## config.mk

```make
export PLATFORM = sky130hd
export DESIGN_NAME = lcd_debug_pipeline
export DESIGN_NICKNAME = d
export VERILOG_FILES = /design/src/rtl/lcd_debug_pkg.sv /design/src/rtl/lcd_sync_fifo.sv /design/src/rtl/lcd_debug_pipeline.sv
export SDC_FILE = /design/constraint.sdc
export NUM_CORES = 1
export LEC_CHECK = 0
export CAP_MARGIN = 20
export CORE_ASPECT_RATIO = 0.6
export CORE_MARGIN = 2
export CORE_UTILIZATION = 40
export CTS_CLUSTER_DIAMETER = 50
export DETAILED_ROUTE_END_ITERATION = 10
export MAX_ROUTING_LAYER = met4
export SLEW_MARGIN = 25
export SYNTH_ARGS = -nofsm -noshare
export SYNTH_HDL_FRONTEND = slang
export SYNTH_HIERARCHICAL = 1
export SYNTH_SLANG_ARGS = --single-unit
```

## constraint.sdc

```tcl
create_clock -name PixelClk -period 12.15 [get_ports PixelClk]
set_input_delay 1.8225 -clock PixelClk [delete_from_list [all_inputs] [get_ports PixelClk]]
set_output_delay 1.8225 -clock PixelClk [all_outputs]
set_load 0.01 [all_outputs]
```

## src/rtl/lcd_debug_pkg.sv

```systemverilog
// Shared constants for the LCD debug output path: timing defaults, pixel word layout,
// colour-bar table and reader FSM states.
package lcd_debug_pkg;

   localparam int DEF_SCREEN_WIDTH  = 480;
   localparam int DEF_SCREEN_HEIGHT = 272;
   localparam int DEF_H_FP          = 8;
   localparam int DEF_H_SYNC        = 4;
   localparam int DEF_H_BP          = 43;
   localparam int DEF_V_FP          = 8;
   localparam int DEF_V_SYNC        = 4;
   localparam int DEF_V_BP          = 12;
   localparam int DEF_FIFO_AW       = 4;

   localparam int WORD_W     = 17;
   localparam int MARKER_BIT = 16;
   localparam int R_MSB      = 15;
   localparam int R_LSB      = 11;
   localparam int G_MSB      = 10;
   localparam int G_LSB      = 5;
   localparam int B_MSB      = 4;
   localparam int B_LSB      = 0;

   typedef enum logic [1:0] {
      RD_SEEK    = 2'd0,
      RD_ARMED   = 2'd1,
      RD_DISPLAY = 2'd2
   } rd_state_t;

   // Eight vertical bars, left to right: white, yellow, cyan, green, magenta, red, blue, black.
   function automatic logic [15:0] bar_colour(input logic [2:0] idx);
      logic [15:0] c;
      case (idx)
         3'd0:    c = 16'hFFFF;
         3'd1:    c = 16'hFFE0;
         3'd2:    c = 16'h07FF;
         3'd3:    c = 16'h07E0;
         3'd4:    c = 16'hF81F;
         3'd5:    c = 16'hF800;
         3'd6:    c = 16'h001F;
         default: c = 16'h0000;
      endcase
      return c;
   endfunction

endpackage

```

## src/rtl/lcd_sync_fifo.sv

```systemverilog
// Single-clock first-word-fall-through FIFO: q shows the head word whenever empty is low.
module lcd_sync_fifo #(
   parameter int WIDTH = 17,
   parameter int AW    = 4
) (
   input  logic             PixelClk,
   input  logic             nRST,
   input  logic             wr_en,
   input  logic [WIDTH-1:0] wr_data,
   input  logic             rd_en,
   output logic [WIDTH-1:0] q,
   output logic             full,
   output logic             empty
);

   localparam int DEPTH = 1 << AW;

   logic [WIDTH-1:0] mem [DEPTH];
   logic [AW-1:0]    wr_ptr;
   logic [AW-1:0]    rd_ptr;
   logic [AW:0]      count;
   logic             wr_ok;
   logic             rd_ok;

   assign full  = (count == (AW+1)'(DEPTH));
   assign empty = (count == '0);
   assign wr_ok = wr_en & ~full;
   assign rd_ok = rd_en & ~empty;
   assign q     = mem[rd_ptr];

   always_ff @(posedge PixelClk) begin
      if (wr_ok) mem[wr_ptr] <= wr_data;
   end

   always_ff @(posedge PixelClk or negedge nRST) begin
      if (!nRST) begin
         wr_ptr <= '0;
         rd_ptr <= '0;
         count  <= '0;
      end else begin
         if (wr_ok) wr_ptr <= wr_ptr + AW'(1);
         if (rd_ok) rd_ptr <= rd_ptr + AW'(1);
         case ({wr_ok, rd_ok})
            2'b10:   count <= count + (AW+1)'(1);
            2'b01:   count <= count - (AW+1)'(1);
            default: count <= count;
         endcase
      end
   end

endmodule

```

## src/rtl/lcd_debug_pipeline.sv

```systemverilog
// LCD output path: FIFO fed by an external writer or, with DEBUG_PATTERN_EN defined,
// by the internal colour-bar generator; a timing engine and reader FSM drain it to the panel.
//
// state      | meaning
// RD_SEEK    | discard words until a frame-start marker is at the FIFO head
// RD_ARMED   | marker at head, waiting for the first active pixel of a frame
// RD_DISPLAY | popping one word per active pixel
module lcd_debug_pipeline
   import lcd_debug_pkg::*;
#(
   parameter int LCD_SCREEN_WIDTH  = DEF_SCREEN_WIDTH,
   parameter int LCD_SCREEN_HEIGHT = DEF_SCREEN_HEIGHT,
   parameter int H_FP              = DEF_H_FP,
   parameter int H_SYNC            = DEF_H_SYNC,
   parameter int H_BP              = DEF_H_BP,
   parameter int V_FP              = DEF_V_FP,
   parameter int V_SYNC            = DEF_V_SYNC,
   parameter int V_BP              = DEF_V_BP,
   parameter int FIFO_AW           = DEF_FIFO_AW
) (
   input  logic              PixelClk,
   input  logic              nRST,
   input  logic [WORD_W-1:0] ext_data,
   input  logic              ext_wr_en,
   output logic              ext_full,
   output logic              LCD_CLK,
   output logic              LCD_DE,
   output logic              LCD_HSYNC,
   output logic              LCD_VSYNC,
   output logic [4:0]        LCD_R,
   output logic [5:0]        LCD_G,
   output logic [4:0]        LCD_B,
   output logic              underrun
);

   localparam int H_TOTAL = H_SYNC + H_BP + LCD_SCREEN_WIDTH + H_FP;
   localparam int V_TOTAL = V_SYNC + V_BP + LCD_SCREEN_HEIGHT + V_FP;
   localparam int HW      = $clog2(H_TOTAL);
   localparam int VW      = $clog2(V_TOTAL);

   localparam logic [HW-1:0] H_LAST   = HW'(H_TOTAL - 1);
   localparam logic [HW-1:0] H_SYNC_E = HW'(H_SYNC);
   localparam logic [HW-1:0] H_ACT_S  = HW'(H_SYNC + H_BP);
   localparam logic [HW-1:0] H_ACT_E  = HW'(H_SYNC + H_BP + LCD_SCREEN_WIDTH);
   localparam logic [VW-1:0] V_LAST   = VW'(V_TOTAL - 1);
   localparam logic [VW-1:0] V_SYNC_E = VW'(V_SYNC);
   localparam logic [VW-1:0] V_ACT_S  = VW'(V_SYNC + V_BP);
   localparam logic [VW-1:0] V_ACT_E  = VW'(V_SYNC + V_BP + LCD_SCREEN_HEIGHT);

   logic [WORD_W-1:0] fifo_wr_data;
   logic              fifo_wr_en;
   logic              fifo_rd_en;
   logic [WORD_W-1:0] fifo_q;
   logic              fifo_full;
   logic              fifo_empty;

   logic [HW-1:0] h_cnt;
   logic [VW-1:0] v_cnt;
   logic          active;
   logic          first_pix;

   rd_state_t     state;
   rd_state_t     state_nxt;
   logic [15:0]   pix_rgb;
   logic          set_underrun;

   assign LCD_CLK  = PixelClk;
   assign ext_full = fifo_full;

   lcd_sync_fifo #(
      .WIDTH (WORD_W),
      .AW    (FIFO_AW)
   ) u_fifo (
      .PixelClk (PixelClk),
      .nRST     (nRST),
      .wr_en    (fifo_wr_en),
      .wr_data  (fifo_wr_data),
      .rd_en    (fifo_rd_en),
      .q        (fifo_q),
      .full     (fifo_full),
      .empty    (fifo_empty)
   );

`ifdef DEBUG_PATTERN_EN
   localparam int XW = $clog2(LCD_SCREEN_WIDTH);
   localparam int YW = $clog2(LCD_SCREEN_HEIGHT);
   localparam logic [XW-1:0] X_LAST = XW'(LCD_SCREEN_WIDTH - 1);
   localparam logic [YW-1:0] Y_LAST = YW'(LCD_SCREEN_HEIGHT - 1);
   localparam logic [XW-1:0] BAR_W  = XW'(LCD_SCREEN_WIDTH / 8);

   logic [XW-1:0] gen_x;
   logic [YW-1:0] gen_y;
   logic [2:0]    bar_idx;
   logic          unused_ext;

   assign unused_ext   = ^{ext_data, ext_wr_en};
   assign bar_idx      = 3'(gen_x / BAR_W);
   assign fifo_wr_en   = ~fifo_full;
   assign fifo_wr_data = {(gen_x == '0) && (gen_y == '0), bar_colour(bar_idx)};

   always_ff @(posedge PixelClk or negedge nRST) begin
      if (!nRST) begin
         gen_x <= '0;
         gen_y <= '0;
      end else if (!fifo_full) begin
         if (gen_x == X_LAST) begin
            gen_x <= '0;
            gen_y <= (gen_y == Y_LAST) ? '0 : gen_y + YW'(1);
         end else begin
            gen_x <= gen_x + XW'(1);
         end
      end
   end
`else
   assign fifo_wr_en   = ext_wr_en;
   assign fifo_wr_data = ext_data;
`endif

   always_ff @(posedge PixelClk or negedge nRST) begin
      if (!nRST) begin
         h_cnt <= '0;
         v_cnt <= '0;
      end else if (h_cnt == H_LAST) begin
         h_cnt <= '0;
         v_cnt <= (v_cnt == V_LAST) ? '0 : v_cnt + VW'(1);
      end else begin
         h_cnt <= h_cnt + HW'(1);
      end
   end

   assign active    = (h_cnt >= H_ACT_S) && (h_cnt < H_ACT_E) &&
                      (v_cnt >= V_ACT_S) && (v_cnt < V_ACT_E);
   assign first_pix = (h_cnt == H_ACT_S) && (v_cnt == V_ACT_S);

   always_ff @(posedge PixelClk or negedge nRST) begin
      if (!nRST) state <= RD_SEEK;
      else       state <= state_nxt;
   end

   // A marker at the head mid-frame means the writer restarted; wait for the next frame.
   always_comb begin
      state_nxt    = state;
      fifo_rd_en   = 1'b0;
      pix_rgb      = '0;
      set_underrun = 1'b0;
      case (state)
         RD_SEEK: begin
            if (!fifo_empty) begin
               if (fifo_q[MARKER_BIT]) state_nxt  = RD_ARMED;
               else                    fifo_rd_en = 1'b1;
            end
         end
         RD_ARMED: begin
            if (first_pix) begin
               fifo_rd_en = 1'b1;
               pix_rgb    = fifo_q[15:0];
               state_nxt  = RD_DISPLAY;
            end
         end
         RD_DISPLAY: begin
            if (active) begin
               if (fifo_empty) begin
                  set_underrun = 1'b1;
                  state_nxt    = RD_SEEK;
               end else if (fifo_q[MARKER_BIT] && !first_pix) begin
                  state_nxt = RD_ARMED;
               end else if (first_pix && !fifo_q[MARKER_BIT]) begin
                  state_nxt = RD_SEEK;
               end else begin
                  fifo_rd_en = 1'b1;
                  pix_rgb    = fifo_q[15:0];
               end
            end
         end
         default: state_nxt = RD_SEEK;
      endcase
   end

   always_ff @(posedge PixelClk or negedge nRST) begin
      if (!nRST) begin
         LCD_DE    <= 1'b0;
         LCD_HSYNC <= 1'b1;
         LCD_VSYNC <= 1'b1;
         LCD_R     <= '0;
         LCD_G     <= '0;
         LCD_B     <= '0;
         underrun  <= 1'b0;
      end else begin
         LCD_DE    <= active;
         LCD_HSYNC <= (h_cnt >= H_SYNC_E);
         LCD_VSYNC <= (v_cnt >= V_SYNC_E);
         LCD_R     <= pix_rgb[R_MSB:R_LSB];
         LCD_G     <= pix_rgb[G_MSB:G_LSB];
         LCD_B     <= pix_rgb[B_MSB:B_LSB];
         underrun  <= underrun | set_underrun;
      end
   end

endmodule

```

==> flow_summary.yaml <==
status:
  status: "complete, no violations"
placement:
  placed_area_mm2: 0.0141
  dp_slack_ns: 3.80
  gp_congestion: 0.812
  portBuffers: 41
  hpwl_um: 17700
routing:
  wire_per_inst_um: 22.4
  dr_total_vias: 6989
  drt-initial-drc-count: 610
  via_per_inst: 5.49
  routed_wl_um: 28400
  drtPass1Iterations: 4
  ant_nets: 0
  drc_errors: 0
grt:
  grtUsageTotal_pct: 17.2
  top_usage_layer: "met1"
  grt_remaining_overflow: 0
  use_met2_pct: 22.5
  use_met1_pct: 27.2
  antenna_found_initial: 0
  grt_max_degree: 55
  grt_pass1_wl_um: 43400
  grt_pass1_vias: 6731
  met3_usage_pct: 3.67
logic_synthesis:
  syn_nets: 808
  syn_inst: 767
  synth.most_common_cell: "edfxtp_1"
  synth_top_family_by_area: "multiplexers"
  synth_top_area_share_pct: 61.5
  synthMuxAreaShare_pct: 11.2
  async_flop_share_pct: 16.6
  synth_flop_cell: "edfxtp_1"
  synth_compound_area_share_pct: 5.35
  ys_warn_count: 6
  synthTopCellsByArea: "edfxtp_1, dfrtp_1, mux4_2, mux2i_1, a221oi_1"
  synth_xor_area_share_pct: 1.39
  synth_area_mm2: 0.0133
  syn_avg_cell_area_um2: 17.3
  synthTopCellsByCount: "edfxtp_1, mux2i_1, dfrtp_1"
  synth_top_area_cell: "edfxtp_1"
  synth_fa_ha_area_share_pct: 2.04
  synth_simple_gate_area_share_pct: 5.43
  synth-edff-count: 272
  yosysSeqAreaShare_pct: 71.7
  synth_seq_cells: 326
  yosysUniqueCellTypes: 57
power:
  peakVddDrop_uv: 110
  power_frac_comb_pct: 26.5
  p_leak_nw: 5.36
  p_int_w: 0.00226
  switching_share_pct: 30.8
  p_seq_share_pct: 43.4
  power_density_mw_per_mm2: 215
  p_switching_w: 0.00100
  pwr-share-clk_pct: 30.1
critical_path:
  cp-start-kind: "clock port"
  critPathKind: "clock port to output port"
  required_ns: 10.33
  critical_path_peak_fanout: 2
  endpoint_kind: "output port"
  worst_path_max_delay_cell: "clkdlybuf4s50_1"
  max_stage_delay_ns: 0.46
  cp.arrival_ns: 6.78
  crit_path_cell_trace: "clkbuf_16 > clkbuf_16 > clkdlybuf4s50_1"
  crit_top_cell: "clkbuf_16"
timing:
  finalHoldViolCount: 0
  grt_setup_unrepaired: "no"
  max-slew-margin-rel_pct: 36.8
  finalMaxSlewViolations: 0
  setup-tns-final_ns: 0
  worstMarginPinSlew_ns: 0.943
  finalWorstSetupSlack_ns: 3.55
  skew_ns: 0.0160
  setup_violations: 0
clock_tree:
  clock_latency_ns: 0.68
  clk_pin_slew_ns: 0.06
  cts_tree: "yes"
  holdBufCountCts: 0
  cts_setup_buffers: 0
  cts-resized-gates: 0
die:
  start_util_pct: 40.8
  dieWidth_um: 239
  die_y_um: 145
  coreArea_mm2: 0.0325
  dieArea_mm2: 0.0347
  num_rows: 51
  io_pins: 42
layout:
  fillers: 2734
  finish.instance_area_mm2: 0.0152
  register_area_mm2: 0.00953
  layout-drive-gt1-share_pct: 16.0
  diodes: 0
  nets: 865
  multiInputGateArea_mm2: 0.00342
  syn2layout_area_growth_pct: 14.2
job:
  maxCapViolations: 0
worst_hold_path:
  min-delay-path-class: "flop to flop"
## state kept, by name, indices dropped and copies added, names as in the netlist, 2 cells and up
register and flops:
u_fifo/mem 272, h_cnt 10, v_cnt 9, LCD_G 6, LCD_B 5, LCD_R 5
u_fifo/count 5, u_fifo/rd_ptr 4, u_fifo/wr_ptr 4, state 2
## stage by stage
step	hold WS, ns	util, %	instances	power (W)
after CTS	0.486	46.6	1272	0.00330
after floorplan	0.459	-	767	0.00210
after global routing	0.524	46.6	1272	0.00343
after detailed placement	0.472	43.4	1212	0.00232
final	0.477	46.6	1272	0.00327
after global placement	0.471	43.4	1212	0.00231
## worst paths after layout
check	from	to	slack, ns	cells past startpoint
min in group asynchronous	nRST	u_fifo/rd_ptr[3]	1.28	2
worst max-delay path	PixelClk	LCD_CLK	3.55	3
worst max register to register	u_fifo/rd_ptr[3]	u_fifo/count[4]	6.88	17
max in group asynchronous	nRST	u_fifo/rd_ptr[0]	10.34	2
worst min-delay path	underrun	underrun	0.48	1
worst min register to register	underrun	underrun	0.48	1
## kinds of logic after synthesis
| family | count (synthesis) |
|---|---|
| AOI/OAI and AO/OA | 99 |
| xor gates and xnor gates | 21 |
| adders and majority gates | 21 |
| buffers and inverters | 60 |
| DFF | 326 |
| muxes | 106 |
| and+or+nand+nor | 134 |
## cells in the final DEF, fill, tap and decap left out, drive strengths merged, types with 2 or more instances in the layout
cell type / n
edfxtp: 272
mux2i: 70
dfrtp: 52
clkbuf: 47
clkdlybuf4s50: 40
a221oi: 36
mux4: 34
nand2: 33
o21ai: 31
nor2: 29
buf: 22
and2: 21
ha: 20
inv: 20
a22oi: 17
xnor2: 15
nand4: 12
clkinv: 10
nor3: 7
nand3: 7
xor2: 6
a21oi: 5
nor2b: 5
nand3b: 3
and3: 3
a31oi: 3
nand2b: 3
nor4: 3
dfstp: 2
or3: 2
mux2: 2
## worst max-delay path: cells and delay by family
family                 cells  cell delay, ns
buffers and inverters      3            0.71
## metal layers
layer	vias to the layer above	share of wire [%]
li1	3114	-
met1	3593	50
met2	245	41
met3	37	7.4
met4	0	1.7
met5	-	0
## layout make-up
cell class / count / area share [%]
flip-flops and latches: 326 / 62.8
repair buffers: 61 / 3.65
clock inverters: 13 / 0.644
clock buffers: 48 / 6.34
multi-input cells: 381 / 22.6
inverters: 19 / 0.470
well taps: 424 / 3.50
## power groups by stage
stage | sequential (W) | clock [W] | combinational (W)
global placement | 0.00144 | 0.00000837 | 0.000859
detailed placement | 0.00144 | 0.00000837 | 0.000875
CTS | 0.00142 | 0.00100 | 0.000875
finish | 0.00142 | 0.000983 | 0.000864
floorplan | 0.00138 | 0.00000678 | 0.000707
global route | 0.00143 | 0.00105 | 0.000944
Power figures use the tool's default switching activity.
